$ cat src/rtl/pong_pkg.sv
// pong_pkg: shared state encoding, opcodes, o_result field offsets and screen defaults
// for game_sequencer and bar_pos_latch.
package pong_pkg;
    typedef enum logic [2:0] {
        ST_MENU  = 3'd0,
        ST_SERVE = 3'd1,
        ST_PLAY  = 3'd2,
        ST_PAUSE = 3'd3,
        ST_OVER  = 3'd4
    } state_t;
    localparam logic [1:0] OP_BAR_WRITE = 2'b00;
    localparam logic [1:0] OP_START     = 2'b01;
    localparam logic [1:0] OP_PAUSE     = 2'b10;
    localparam logic [1:0] OP_NOP       = 2'b11;
    localparam int RES_P1_LSB    = 0;
    localparam int RES_P2_LSB    = 4;
    localparam int RES_STATE_LSB = 8;
    localparam int Y_MAX_DEF     = 479;
endpackage

$ cat src/rtl/bar_pos_latch.sv
// bar_pos_latch: one paddle's clamped pending position, frame-synchronous commit
// and one-cycle refresh pulse.
module bar_pos_latch import pong_pkg::*; #(
    parameter int Y_MAX = Y_MAX_DEF,
    parameter int BAR_H = 60
) (
    input  logic       i_clk,
    input  logic       i_rst,
    input  logic       i_clr,
    input  logic       i_wr,
    input  logic [8:0] i_y,
    input  logic       i_commit,
    output logic [8:0] o_y,
    output logic       o_refresh
);
    localparam logic [8:0] Y_LIM = 9'(Y_MAX - BAR_H);
    localparam logic [8:0] Y_RST = 9'((Y_MAX + 1 - BAR_H) / 2);
    logic [8:0] r_pend, r_y;
    logic       r_valid, r_refresh, w_fire;
    assign w_fire    = i_commit && r_valid;
    assign o_y       = r_y;
    assign o_refresh = r_refresh;
    // A write landing on the commit edge commits the old value and stays pending.
    always_ff @(posedge i_clk or posedge i_rst) begin
        if (i_rst) begin
            r_pend    <= '0;
            r_valid   <= 1'b0;
            r_y       <= Y_RST;
            r_refresh <= 1'b0;
        end else begin
            r_refresh <= w_fire;
            if (w_fire) r_y <= r_pend;
            if (i_wr) r_pend <= (i_y > Y_LIM) ? Y_LIM : i_y;
            r_valid <= i_wr || (r_valid && !w_fire && !i_clr);
        end
    end
endmodule

$ cat src/rtl/game_sequencer.sv
// game_sequencer: pong match controller driven by custom instructions and frame pulses.
// Define GAME_SEQUENCER_PAUSE_EN to build in the PAUSE state and opcode.
module game_sequencer import pong_pkg::*; #(
    parameter int WIN_SCORE    = 3,
    parameter int BAR_H        = 60,
    parameter int Y_MAX        = Y_MAX_DEF,
    parameter int SERVE_FRAMES = 60
) (
    input  logic        i_clk,
    input  logic        i_rst,
    input  logic        i_ci_valid,
    input  logic [31:0] i_ci_data,
    input  logic        i_frame_end,
    input  logic        i_point_p1,
    input  logic        i_point_p2,
    output logic        o_ci_done,
    output logic [31:0] o_result,
    output logic        o_enable_pong,
    output logic [8:0]  o_bar1_y,
    output logic [8:0]  o_bar2_y,
    output logic        o_refresh_bar1,
    output logic        o_refresh_bar2,
    output logic        o_ball_serve
);
    localparam int CW = $clog2(SERVE_FRAMES + 1);
    state_t        r_state, w_state;
    logic [3:0]    r_p1, r_p2, w_p1, w_p2;
    logic [CW-1:0] r_frames, w_frames;
    logic          r_ci_done, r_ball_serve, w_ball_serve;
    logic          w_start, w_bar_wr, w_live, w_commit, w_unused;
    logic [1:0]    w_op;
    logic [31:0]   w_result;

    assign w_op     = i_ci_data[11:10];
    assign w_live   = r_state == ST_SERVE || r_state == ST_PLAY;
    assign w_start  = i_ci_valid && w_op == OP_START && (r_state == ST_MENU || r_state == ST_OVER);
    assign w_bar_wr = i_ci_valid && w_op == OP_BAR_WRITE && r_state != ST_MENU && r_state != ST_OVER;
    assign w_commit = i_frame_end && w_live;
    assign w_unused = &{1'b0, i_ci_data[31:12]};
`ifdef GAME_SEQUENCER_PAUSE_EN
    logic w_pause;
    assign w_pause = i_ci_valid && w_op == OP_PAUSE;
`endif

    // A point in the same cycle as a PAUSE command wins; the pause is dropped.
    always_comb begin
        w_state      = r_state;
        w_p1         = r_p1;
        w_p2         = r_p2;
        w_frames     = '0;
        w_ball_serve = 1'b0;
        case (r_state)
            ST_MENU, ST_OVER: begin
                if (w_start) begin
                    w_state = ST_SERVE;
                    w_p1    = '0;
                    w_p2    = '0;
                end
            end
            ST_SERVE: begin
                if (!i_frame_end) w_frames = r_frames;
                else if (r_frames == CW'(SERVE_FRAMES - 1)) begin
                    w_state      = ST_PLAY;
                    w_ball_serve = 1'b1;
                end else w_frames = r_frames + CW'(1);
            end
            ST_PLAY: begin
                if (i_point_p1) begin
                    w_p1    = r_p1 + 4'd1;
                    w_state = (r_p1 == 4'(WIN_SCORE - 1)) ? ST_OVER : ST_SERVE;
                end else if (i_point_p2) begin
                    w_p2    = r_p2 + 4'd1;
                    w_state = (r_p2 == 4'(WIN_SCORE - 1)) ? ST_OVER : ST_SERVE;
                end
`ifdef GAME_SEQUENCER_PAUSE_EN
                else if (w_pause) w_state = ST_PAUSE;
`endif
            end
`ifdef GAME_SEQUENCER_PAUSE_EN
            ST_PAUSE: if (w_pause) w_state = ST_PLAY;
`endif
            default: ;
        endcase
    end

    always_ff @(posedge i_clk or posedge i_rst) begin
        if (i_rst) begin
            r_state      <= ST_MENU;
            r_p1         <= '0;
            r_p2         <= '0;
            r_frames     <= '0;
            r_ci_done    <= 1'b0;
            r_ball_serve <= 1'b0;
        end else begin
            r_state      <= w_state;
            r_p1         <= w_p1;
            r_p2         <= w_p2;
            r_frames     <= w_frames;
            r_ci_done    <= i_ci_valid;
            r_ball_serve <= w_ball_serve;
        end
    end

    always_comb begin
        w_result = '0;
        w_result[RES_P1_LSB +: 4]    = r_p1;
        w_result[RES_P2_LSB +: 4]    = r_p2;
        w_result[RES_STATE_LSB +: 3] = r_state;
    end

    assign o_result      = w_result;
    assign o_ci_done     = r_ci_done;
    assign o_ball_serve  = r_ball_serve;
    assign o_enable_pong = w_live;

    bar_pos_latch #(.Y_MAX(Y_MAX), .BAR_H(BAR_H)) u_bar1 (
        .i_clk(i_clk), .i_rst(i_rst), .i_clr(w_start),
        .i_wr(w_bar_wr && !i_ci_data[9]), .i_y(i_ci_data[8:0]), .i_commit(w_commit),
        .o_y(o_bar1_y), .o_refresh(o_refresh_bar1)
    );
    bar_pos_latch #(.Y_MAX(Y_MAX), .BAR_H(BAR_H)) u_bar2 (
        .i_clk(i_clk), .i_rst(i_rst), .i_clr(w_start),
        .i_wr(w_bar_wr && i_ci_data[9]), .i_y(i_ci_data[8:0]), .i_commit(w_commit),
        .o_y(o_bar2_y), .o_refresh(o_refresh_bar2)
    );
endmodule

$ cat config.mk
export PLATFORM = sky130hd
export DESIGN_NAME = game_sequencer
export DESIGN_NICKNAME = d
export VERILOG_FILES = /design/src/rtl/pong_pkg.sv /design/src/rtl/bar_pos_latch.sv /design/src/rtl/game_sequencer.sv
export SDC_FILE = /design/constraint.sdc
export NUM_CORES = 1
export LEC_CHECK = 0
export CORE_AREA = 2 2 99 77
export CTS_CLUSTER_DIAMETER = 60
export DETAILED_ROUTE_END_ITERATION = 8
export DIE_AREA = 0 0 101 79
export PLACE_DENSITY = 0.74
export SYNTH_ARGS = -nofsm -noshare
export SYNTH_HDL_FRONTEND = slang
export SYNTH_HIERARCHICAL = 1
export SYNTH_SLANG_ARGS = --single-unit
export TNS_END_PERCENT = 100
$ cat constraint.sdc
create_clock -name i_clk -period 2 [get_ports i_clk]
set_input_delay 0.4 -clock i_clk [delete_from_list [all_inputs] [get_ports i_clk]]
set_output_delay 0.4 -clock i_clk [all_outputs]
set_load 0.01 [all_outputs]
* Word-level counts from Yosys, hierarchy flattened *
Index checks and enable logic that the tools add are counted.

storage, ports and cells
  bits in registers = 59
  latch bits = 0
  RAM bits = 0
  ROM bits = 0
  bits of input ports = 38
  logic and storage cells = 85
  memories = 0

operators by class
  add/subtract/negate cells = 3
  $mul = 0
  div/mod/pow operators = 0
  magnitude comparators = 1
  equal/unequal tests = 15
  shift-type cells = 0
  mux-type cells = 21
  bitwise gates (word level) = 0
  reduce and logical (&&, ||, !) cells = 31

operator list
  kind                                                    number
  two-way mux 3 bit                                       7
  two-way mux 6 bit                                       3
  two-way mux 4 bit                                       4
  one-hot mux 4 bit (2 select lines)                      2
  logical AND 1 bit                                       14
  greater-than comparator 9 bit (second input constant)   1
  two-way mux 9 bit                                       1
  one-hot mux 3 bit (3 select lines)                      1
  adder 4 x 1 -> 4 bit (second input constant)            2
  equality test 4 x 2 -> 1 bit (second input constant)    2
  inequality test 2 bit (second input constant)           4
  adder 6 x 1 -> 6 bit (second input constant)            1
  equality test 6 bit (second input constant)             1
  inequality test 3 bit (second input constant)           2
  nonzero test 3 bit                                      2
  AND reduction 5 bit                                     1
  logical NOT 1 bit                                       4
  logical OR 1 bit                                        4
  inequality test 2 x 1 -> 1 bit (second input constant)  2
  AND reduction 4 bit                                     1
  equality test 3 x 1 -> 1 bit (second input constant)    1
  equality test 3 x 2 -> 1 bit (second input constant)    1
  equality test 3 bit (second input constant)             1
  logical NOT 3 bit                                       1
  6 further kinds                                         8

* Logic depth before layout (Yosys ltp) *
Gate-level depths: netlist (run 1).

  depth in word-level cells = 8
  depth in mapped cells = 9

* By module *
Netlist (run 1), hierarchy kept.

by module, submodules not included
  module          times used  cells each  area an instance (um2)
  bar_pos_latch   2           64          797.0
  game_sequencer  1           132         1211.2

* Least setup slack after synthesis (run 1) *
OpenSTA, ideal clock, no wires.

  path type = register -> register
  start point = reg r_state[2]
  end point = reg u_bar1.r_y[0] (netlist: u_bar1/o_y[0])
  setup time = 125 ps
  arrival = 1992 ps
  required time = 1875 ps
  slack = -117 ps
  stages on the path, launching flop included = 9
  clock period less this slack = 2117 ps
  cells stage by stage = dfrtp_1 buf_2 or3b_1 buf_2 or2b_1 and2_1 nand2_2 buf_6 mux2_4

between the ends
  longest elaborated chain between the ends = 4

ends and longest elaborated chain
  what                                                                          line                  RTL
  start: declaration                                                            game_sequencer.sv:26  state_t r_state, w_state;
  start signal: assignment                                                      game_sequencer.sv:95  r_state <= w_state;
  equality test 3 x 1 -> 1 bit or equality test 3 x 2 -> 1 bit (tied branches)  game_sequencer.sv:35  assign w_live = r_state == ST_SERVE || r_state == ST_PLAY;
  logical OR 1 bit (*)                                                          game_sequencer.sv:35
  net o_enable_pong                                                             game_sequencer.sv:18  output logic o_enable_pong,
  logical AND 1 bit (*)                                                         game_sequencer.sv:38  assign w_commit = i_frame_end && w_live;
  net w_commit                                                                  game_sequencer.sv:30  logic w_start, w_bar_wr, w_live, w_commit, w_unused;
  logical AND 1 bit (*)                                                         bar_pos_latch.sv:20   assign w_fire = i_commit && r_valid;
  end signal: assignment                                                        bar_pos_latch.sv:32   if (w_fire) r_y <= r_pend;
  end: declaration                                                              bar_pos_latch.sv:18   logic [8:0] r_pend, r_y;

The timed path passes the listed nets; every way through them passes the cells marked *.
A chain may end at the register's enable or synchronous reset.

* Worst setup path after layout (run 1) *
  start point = reg r_state[1]
  end point = out o_enable_pong

between the ends
  longest elaborated chain between the ends = 2

ends and longest elaborated chain
  what                                                                          line
  equality test 3 x 1 -> 1 bit or equality test 3 x 2 -> 1 bit (tied branches)  game_sequencer.sv:35
  logical OR 1 bit (*)                                                          game_sequencer.sv:35
  end: declaration                                                              game_sequencer.sv:18

Mark *: on every way between the ends. The rest lies on a longest branch, timed or not.

==> qor.txt, run 1 <==
Setup crit end - o_enable_pong
Final Hold Viols - 0
switch share - 29.57%
drt drc - 0
critical path depth - 3
Arr. time, crit path - 1.51 ns
Worst setup SP type - flip-flop
hold_ws - 0.4486 ns
dpl hpwl - 4.116 mm
post-synthesis instance total - 260
Post-synth EDFFs - 0
Worst path max stage delay - 0.39 ns
family with the most delay on the worst path - simple AND/OR/NAND/NOR gates
non-filler cells in the finished layout - 420
pwr dens - 1221 nW/um2
buffers and inverters on the worst path - 1
placed cell count - 404
CTS tree - built
clk_lat worst skew - 0.33 ns
Int Pwr - 3.123 mW
GRT Total Usage - 15.66%
Final setup viols - 0
Post-synth ARST share - 100.0%
hold buffers post-CTS - 0
status - completed
CTS sink count - 59
synth unique cells - 46
FF+latch count, synth - 59
initial drt markers - 104
Mean Syn Cell Area - 10.79 um2
per-cell routed wire length - 13.34 um
Core ar. - 7094 um2
Port Buffers - 51
initial antenna violation count - 0
kind of critical path - flip-flop to output port
CP Cell Sequence - or3b_1 -> or2b_1 -> clkdlybuf4s15_1
Longest Clk Path Bufs - 2
combinational group share of total power - 32.9%
Die W - 101 um
vias per cell - 4.790
peak supply drop - 0.3477 mV
Primary FF master, synth - dfrtp_1
max cap viols - 0
Fmax - 0.5244 GHz
NetSw - 1.311 mW
CP max FO - 2
1st-pass router iterations - 4
Crit. Startpoint - r_state[1]$_DFFE_PP0P_
TritonCTS buffer count - 9
fin nets - 371
reg-to-reg endpoint - u_bar2/o_y[8]$_DFFE_PP0P_
sequential fraction of the synthesis area - 52.99%
Setup Fix Bufs, Post-CTS - 0
worst r2r path cells - 6
H-tree levels - 3
vias in the first global route - 1970
Clk pwr share - 24.5%
CP max stage cell - or3b_1
total global routing overflow - 0
Die Y - 79 um
ANT cells - 0
post-route minimum period - 1.907 ns
Clk Tree Root Cell - clkbuf_8
synthesized area - 2805 um2
gpl congestion - 0.8132
pins over their slew limit - 0
Via Count - 2012
critical path capture point type - output port
sequential power share - 42.6%
Die ar. - 7979 um2
Yosys warning count - 6
total power - 4.434 mW
largest net degree at the start of global routing - 21
clk slew on worst S/H paths - 0.06 ns
Pleak - 1.697 nW
worst reg2reg setup slack - 0.26 ns
Worst Hold Class - primary input to asynchronous set/reset pin
post-route antenna net violation count - 0
RSZ-0062 raised after global routing - false
first-pass GRT wire length - 9.466 mm
Synth-to-Final Area Change - 29.44%
Req. time, crit path - 1.60 ns
period utilization - 95.35%
Initial Utilization - 39.54%
clock skew - 0.004003 ns
share of cells above drive strength 1 - 19.52%
R2R Path Start - r_state[1]$_DFFE_PP0P_
routed wire length - 5.601 mm
Top Ports - 93
row cnt - 27
cell usage in the layout (no fill, tap or decap), types with 2 or more instances in the layout:
| cell | count |
|---|---|
| dfrtp_1 | 51 |
| conb_1 | 21 |
| ha_1 | 5 |
| nor4b_2 | 3 |
| dfstp_2 | 8 |
| o21ai_0 | 24 |
| nand4_1 | 2 |
| or3_1 | 4 |
| nor3_2 | 2 |
| nand3_1 | 11 |
| clkdlybuf4s50_1 | 50 |
| buf_4 | 14 |
| nand2_4 | 2 |
| mux2_2 | 12 |
| or2b_1 | 2 |
| mux2_4 | 2 |
| o22ai_1 | 6 |
| clkbuf_8 | 15 |
| nand2b_1 | 3 |
| inv_1 | 24 |
| nor3_1 | 2 |
| o22a_1 | 2 |
| nor2_1 | 11 |
| a21oi_1 | 7 |
| nand2_1 | 20 |
| o32a_1 | 4 |
| o2111ai_1 | 2 |
| nor4b_1 | 2 |
| xor2_1 | 2 |
| a21o_1 | 2 |
flip-flops by register name, summed over array words and instances, names as in the netlist, 3 cells and up:
| signal | flops |
|---|---|
| u_bar2/r_pend | 9 |
| u_bar1/o_y | 9 |
| r_state | 3 |
| u_bar2/o_y | 9 |
| r_frames | 6 |
| r_p1 | 4 |
| u_bar1/r_pend | 9 |
| r_p2 | 4 |
layout make-up:
| class | instances | area [um2] |
|---|---|---|
| Timing Repair Buffer | 65 | 615.6 |
| Clock buffer | 16 | 210.2 |
| Inverter | 24 | 90.09 |
| Multi-Input combinational cell | 169 | 1120 |
| Sequential cell | 59 | 1486 |
| Fill cell | 643 | 3463 |
| Tap cell | 87 | 108.9 |
what timing repair did:
action,CTS,global route
resized for setup,1,1
hold endpoints to repair,0,0
endpoints found under the setup margin,1,1
worst reg2reg max path: cells and delay by family (launching register included):
| kind | cells | cell delay (ns) |
|---|---|---|
| AND/OR/NAND/NOR | 4 | 0.75 |
| flip-flops | 1 | 0.37 |
| multiplexers | 1 | 0.35 |
| buffers and inverters | 1 | 0.15 |
synthesized netlist by cell type, types with 5 or more instances:
library cell | instances | area [um2]
a21oi_1 | 7 | 35.03
buf_4 | 23 | 172.7
dfrtp_1 | 51 | 1276
dfstp_2 | 8 | 210.2
ha_1 | 5 | 62.56
inv_1 | 24 | 90.09
mux2_2 | 12 | 135.1
nand2_1 | 20 | 75.07
nand3_1 | 11 | 55.05
nor2_1 | 11 | 41.29
o21ai_0 | 24 | 120.1
o22ai_1 | 6 | 37.54
stage by stage:
step	setup TNS [ns]	setup WS (ns)	area, um2	util [%]
floorplan	-0.07947	-0.03974	2905	-
global placement	0	0.04606	3421	48.22
detailed placement	0	0.03018	3421	48.22
CTS	0	0.03375	3630	51.16
global route	0	0.01183	3631	51.18
finish	0	0.09308	3631	51.18
how the worst min path moves through the flow:
| stage | startpoint | endpoint | slack, ns | cells after the start |
|---|---|---|---|---|
| final | i_rst | r_frames[0]$_DFFE_PP0P_ | 0.45 | 3 |
| after global routing | i_rst | r_frames[3]$_DFFE_PP0P_ | 0.48 | 3 |
| after CTS | i_rst | r_frames[4]$_DFFE_PP0P_ | 0.44 | 3 |
| after detailed placement | u_bar1/o_y[4]$_DFFE_PP1P_ | u_bar1/o_y[4]$_DFFE_PP1P_ | 0.47 | 2 |
| after global placement | u_bar1/o_y[6]$_DFFE_PP1P_ | u_bar1/o_y[6]$_DFFE_PP1P_ | 0.47 | 2 |
| after floorplan | i_rst | o_ball_serve$_DFF_PP0_ | 0.35 | 1 |
power groups by stage:
stage / clock [mW] / combinational [mW] / sequential, mW
global route: 1.18 / 1.62 / 1.96
floorplan: 0 / 0.727 / 1.98
global placement: 0 / 1.45 / 1.90
finish: 1.09 / 1.46 / 1.89
CTS: 1.12 / 1.48 / 1.90
detailed placement: 0 / 1.47 / 1.92
kinds of logic (layout without fill, tap and decap cells):
kind of cell / Yosys count / after routing / synth area share [%]
adders and majority gates: 5 / 5 / 2.230
DFF: 59 / 59 / 52.99
buffers and inverters: 52 / 105 / 10.66
AOI/OAI and AO/OA: 51 / 51 / 11.64
xor gates and xnor gates: 2 / 2 / 0.6246
and+or+nand+nor: 75 / 75 / 15.48
other: 1 / 21 / 0.1337
muxes: 15 / 15 / 6.244
layer usage:
metal | track usage (%) | up-vias | share of wire (%)
li1 | - | 995 | -
met5 | 0 | - | 0
met3 | 7.923 | 6 | 6.7
met4 | 5.946 | 0 | 1.3
met1 | 19.19 | 963 | 45
met2 | 23.67 | 48 | 47
Power figures use the tool's default switching activity.
==> run 2, diff against run 1 <==
--- a/config.mk
+++ b/config.mk
@@ -5,11 +5,12 @@
 export SDC_FILE = /design/constraint.sdc
 export NUM_CORES = 1
 export LEC_CHECK = 0
-export CORE_AREA = 2 2 99 77
+export CORE_AREA = 3 3 98 76
+export CTS_BUF_LIST = sky130_fd_sc_hd__clkbuf_2
 export CTS_CLUSTER_DIAMETER = 60
 export DETAILED_ROUTE_END_ITERATION = 8
 export DIE_AREA = 0 0 101 79
-export PLACE_DENSITY = 0.74
+export PLACE_DENSITY = 0.78
 export SYNTH_ARGS = -nofsm -noshare
 export SYNTH_HDL_FRONTEND = slang
 export SYNTH_HIERARCHICAL = 1
==> run 2 against run 1 <==
- the run now ends with negative setup slack left
- routed wire length is 6.3% higher
- die area did not move
- worst hold slack lost 0.16 ns
- clock-buffer cell count is 6 lower
- maximum frequency shrank 5.1%
- critical endpoint unchanged
- largest power group unchanged
- highest routed layer unchanged
==> qor.txt, run 2 (synthesis gave the netlist of run 1 again) <==
status - finished, violations left
failing checks - negative setup slack
routed wire length - 5.956 mm
peak supply drop - 0.3866 mV
non-filler cells in the finished layout - 416
Die W - 101 um
Top Ports - 93
max cap viols - 0
Port Buffers - 51
ANT cells - 0
first-pass GRT wire length - 9.922 mm
final worst slack - -0.009973 ns
pwr dens - 1153 nW/um2
Pleak - 1.738 nW
TritonCTS buffer count - 9
Arr. time, crit path - 1.61 ns
most frequent cells in the layout - dfrtp_1, clkdlybuf4s50_1, o21ai_0, inv_1, conb_1
number of fillers in the final layout - 552
commonest non-fill, non-tap cell in the layout - dfrtp_1
row cnt - 25
Die ar. - 7979 um2
Final Hold Viols - 0
placed cell count - 397
Clk Tree Root Cell - clkbuf_2
worst r2r path cells - 8
clock skew - 0.01264 ns
CP max stage cell - dfrtp_1
H-tree levels - 3
pins over their slew limit - 0
reg-to-reg endpoint - u_bar2/o_y[5]$_DFFE_PP0P_
Die Y - 79 um
hold_ws - 0.2913 ns
Fmax - 0.4975 GHz
Initial Utilization - 43.53%
Via Count - 2054
hold buffers post-CTS - 0
Worst setup SP type - flip-flop
CP Cell Sequence - or3b_1 -> or2b_1 -> buf_2
share of cells above drive strength 1 - 21.49%
clk_lat worst skew - 0.48 ns
per-cell routed wire length - 14.32 um
CTS tree - built
drt drc - 0
Final setup viols - 1
Core ar. - 6444 um2
Synth-to-Final Area Change - 27.16%
GRT Total Usage - 16.13%
fin nets - 373
kind of critical path - flip-flop to output port
total global routing overflow - 0
R2R Path Start - r_state[1]$_DFFE_PP0P_
Worst path max stage delay - 0.41 ns
vias per cell - 4.938
vias in the first global route - 2016
initial antenna violation count - 0
clk slew on worst S/H paths - 0.16 ns
gpl congestion - 0.8125
worst reg2reg setup slack - 0 ns
Setup crit end - o_enable_pong
period utilization - 100.5%
critical path capture point type - output port
post-route minimum period - 2.010 ns
CTS sink count - 59
initial drt markers - 113
Crit. Startpoint - r_state[2]$_DFFE_PP0P_
1st-pass router iterations - 4
dpl hpwl - 4.299 mm
RSZ-0062 raised after global routing - true
Longest Clk Path Bufs - 2
CP max FO - 2
post-route antenna net violation count - 0
Req. time, crit path - 1.60 ns
Worst Hold Class - primary input to asynchronous set/reset pin
largest net degree at the start of global routing - 21
run 2: through the flow:
| step | util [%] | setup slack, ns | total power, mW | TNS (ns) | instance area, um2 |
|---|---|---|---|---|---|
| floorplan | - | -0.03974 | 2.708 | -0.07947 | 2905 |
| global placement | 52.85 | 0.02566 | 3.339 | 0 | 3406 |
| detailed placement | 52.85 | -0.008745 | 3.397 | -0.02412 | 3406 |
| CTS | 54.54 | -0.01848 | 4.092 | -0.01848 | 3515 |
| global route | 55.36 | -0.09656 | 4.417 | -0.2115 | 3567 |
| finish | 55.36 | -0.009973 | 4.113 | -0.009973 | 3567 |
run 2: layer usage:
layer	GRT usage (%)	share of wire, %	vias up
li1	-	-	998
met1	21.46	46	986
met2	23.78	46	63
met3	6.585	7.0	7
met4	5.578	1.2	0
met5	0	0	-
run 2: layout make-up:
cell class / count / area, um2 / area share, %
clock buffers: 10 / 50.05 / 1.403
clock inverters: 6 / 56.30 / 1.578
inverters: 24 / 90.09 / 2.525
multi-input cells: 169 / 1147 / 32.16
flip-flops and latches: 59 / 1491 / 41.81
well taps: 81 / 101.3 / 2.841
repair buffers: 67 / 630.6 / 17.68
run 2: how the worst min path moves through the flow:
stage	slack, ns	startpoint	to	cells past startpoint
after global routing	0.27	i_rst	r_frames[4]$_DFFE_PP0P_	3
after CTS	0.25	i_rst	u_bar1/o_y[5]$_DFFE_PP0P_	3
after global placement	0.46	u_bar1/o_y[2]$_DFFE_PP0P_	u_bar1/o_y[2]$_DFFE_PP0P_	2
after detailed placement	0.47	u_bar2/o_y[2]$_DFFE_PP0P_	u_bar2/o_y[2]$_DFFE_PP0P_	2
after floorplan	0.35	i_rst	o_ball_serve$_DFF_PP0_	1
final	0.29	i_rst	u_bar1/o_y[5]$_DFFE_PP0P_	3
run 2: power by group:
group	total, mW	switching (mW)	internal (mW)
clock network	0.711	0.428	0.283
registers	1.90	0.249	1.65
logic	1.50	0.686	0.819
run 2: what timing repair did:
action | in CTS | in global routing
gates resized for setup | 10 | 13
endpoints found under the setup margin | 8 | 10
endpoints found under the hold margin | 0 | 0
pin swaps | 0 | 2
buffers inserted | 2 | 1
run 2: critical path: cells and delay by family, from the launching register on:
family | cells | cell delay, ns
buffers and inverters | 1 | 0.14
DFF | 1 | 0.41
and+or+nand+nor | 2 | 0.60
==> RTL edit (flow settings as in run 1) <==
Set the parameter `SERVE_FRAMES` to 30 (it was 60).
--- a/src/rtl/game_sequencer.sv
+++ b/src/rtl/game_sequencer.sv
@@ -4,7 +4,7 @@
     parameter int WIN_SCORE    = 3,
     parameter int BAR_H        = 60,
     parameter int Y_MAX        = Y_MAX_DEF,
-    parameter int SERVE_FRAMES = 60
+    parameter int SERVE_FRAMES = 30
 ) (
     input  logic        i_clk,
     input  logic        i_rst,
Function: same outputs for any inputs over 10 cycles, from zero or initial values and one cycle with i_rst high; that may be too few to reach the edited logic, so the function may still have changed.
==> RTL edit against run 1 <==
- total power shrank 11%
- cell area down 1.1%
- core utilization is 0.58 points lower
- sequential cell count down 1
- critical endpoint unchanged
- routed wire length decreased by 2.0%
- area after synthesis is 1.2% lower
- worst setup slack worse by 0.0082 ns
- count of clock-buffer cells in the layout is 5 lower
- sequential power fell by 7%
- largest power group unchanged
- critical path type unchanged
==> RTL edit: results (changes against run 1) <==
Critical path
  • Slowest cell on the critical path: dfrtp_1
  • Worst Path Max Fanout: 4 (+2)
  • Crit-path max cell delay: 0.43 ns (+0.04 ns)

GRT
  • Vias in the first global route: 1909 (-3.1%)
  • Global-route wire length before repair: 9280 µm (-2.0%)
  • Met3 Track Usage GR: 0.0669 (-0.0123)
  • Met1 GRT Util: 0.192 (about the same)
  • Initial antenna violation count: 0 (unchanged)
  • Met2 Usage GRT: 0.231 (-0.00533)
  • Tot GR Track Use: 0.150 (-0.00679)
  • Largest net degree at the start of global routing: 21 (unchanged)

Outcome
  • Outcome: finished clean

Synthesis
  • Post-Synth Adder-Cell Area: 0.0271 (+0.00477)
  • Synth Register Bits: 58 (-1.7%)
  • Share of the yosys chip area belonging to registers: 0.527 (-0.00281)
  • Top cells by count, synth: dfrtp_1 (50), buf_4 (23), inv_1 (23)
  • XOR/XNOR share of the synthesized area: 0.00948 (+0.00323)
  • Synthesized instance count: 253 (-2.7%)
  • Mux cell area share after synthesis: 0.0672 (+0.00479)
  • Post-synthesis cell type count: 53 (+15%)
  • Compound-gate portion of the synthesized area: 0.108 (-0.00856)
  • Top cells by area, synth: dfrtp_1 (45%), dfstp_2 (7.6%), buf_4 (6.2%)

STA
  • Slew Limit Fails: 0 (unchanged)
  • Clock skew: 0.00566 ns (+0.00166 ns)

Placed design
  • Placer Congestion: 0.801 (-1.5%)
  • Inst Count DP: 398 (-1.5%)
  • Post-DP Area: 3380 µm² (-1.1%)
  • Worst slack, placed: 0.000598 ns (-0.0296 ns)
  • Dpl hpwl: 4070 µm (-1.1%)

Drt
  • DR WL/cell: 13.3 µm (-0.56%)
  • Routed met2 length: 2620 µm (-1.5%)
  • Starting DRT DRC Count: 73 (-30%)
  • M1 wire length: 2500 µm (+0.28%)
  • Via Count: 1968 (-2.2%)
  • Met3 routed WL: 328 µm (-13%)

Final layout
  • Layout Nets: 366 (-1.3%)
  • Multi-input gates: 164 (-3.0%)
  • Final Non-Filler Cells: 414 (-1.4%)
  • Non-clock buffer share of cell area: 0.173 (+0.00369)
  • Fraction of area in multi-input gates: 0.308 (about the same)
  • Inverters excl. clock: 23 (-4.2%)
  • Layout fillers: 653 (+1.6%)
  • Buffers, non-clock: 66 (+1.5%)
  • Clk_buf instances: 11 (-5)
  • Multi-input gate area: 1110 µm² (-1.1%)
  • Layout cells sized above 1: 0.211 (+0.0158)

Hold path
  • Worst hold path type: input pin to asynchronous set/reset pin

Pwr
  • Maximum VDD drop: 0.382 mV (+9.8%)
  • Sw frac: 0.287 (-0.00862)
  • Cell Int Power: 2.81 mW (-10%)
  • Leak: 1.65 nW (-2.6%)

Clock network
  • Clock Tree Root: clkbuf_8
  • CTS HTree Levels: 3 (unchanged)
==> RTL edit: worst paths after layout <==
kind / slack [ns] / end / start / cells after the start
worst min-delay path: 0.30 / o_ci_done$_DFF_PP0_ / i_rst / 2
worst min register to register: 0.48 / u_bar1/o_y[4]$_DFFE_PP1P_ / u_bar1/o_y[4]$_DFFE_PP1P_ / 2
min in group i_clk: 0.48 / u_bar1/o_y[4]$_DFFE_PP1P_ / u_bar1/o_y[4]$_DFFE_PP1P_ / 2
worst max register to register: 0.16 / u_bar1/o_y[8]$_DFFE_PP0P_ / r_state[1]$_DFFE_PP0P_ / 6
max in group asynchronous: 1.25 / u_bar1/o_y[7]$_DFFE_PP1P_ / i_rst / 3
worst max-delay path: 0.08 / o_enable_pong / r_state[0]$_DFFE_PP0P_ / 3
==> RTL edit: repair_timing <==
item,in CTS,in global routing
hold buffers,0,0
resized for setup,2,0
endpoints found under the setup margin,1,0
setup buffers,0,0
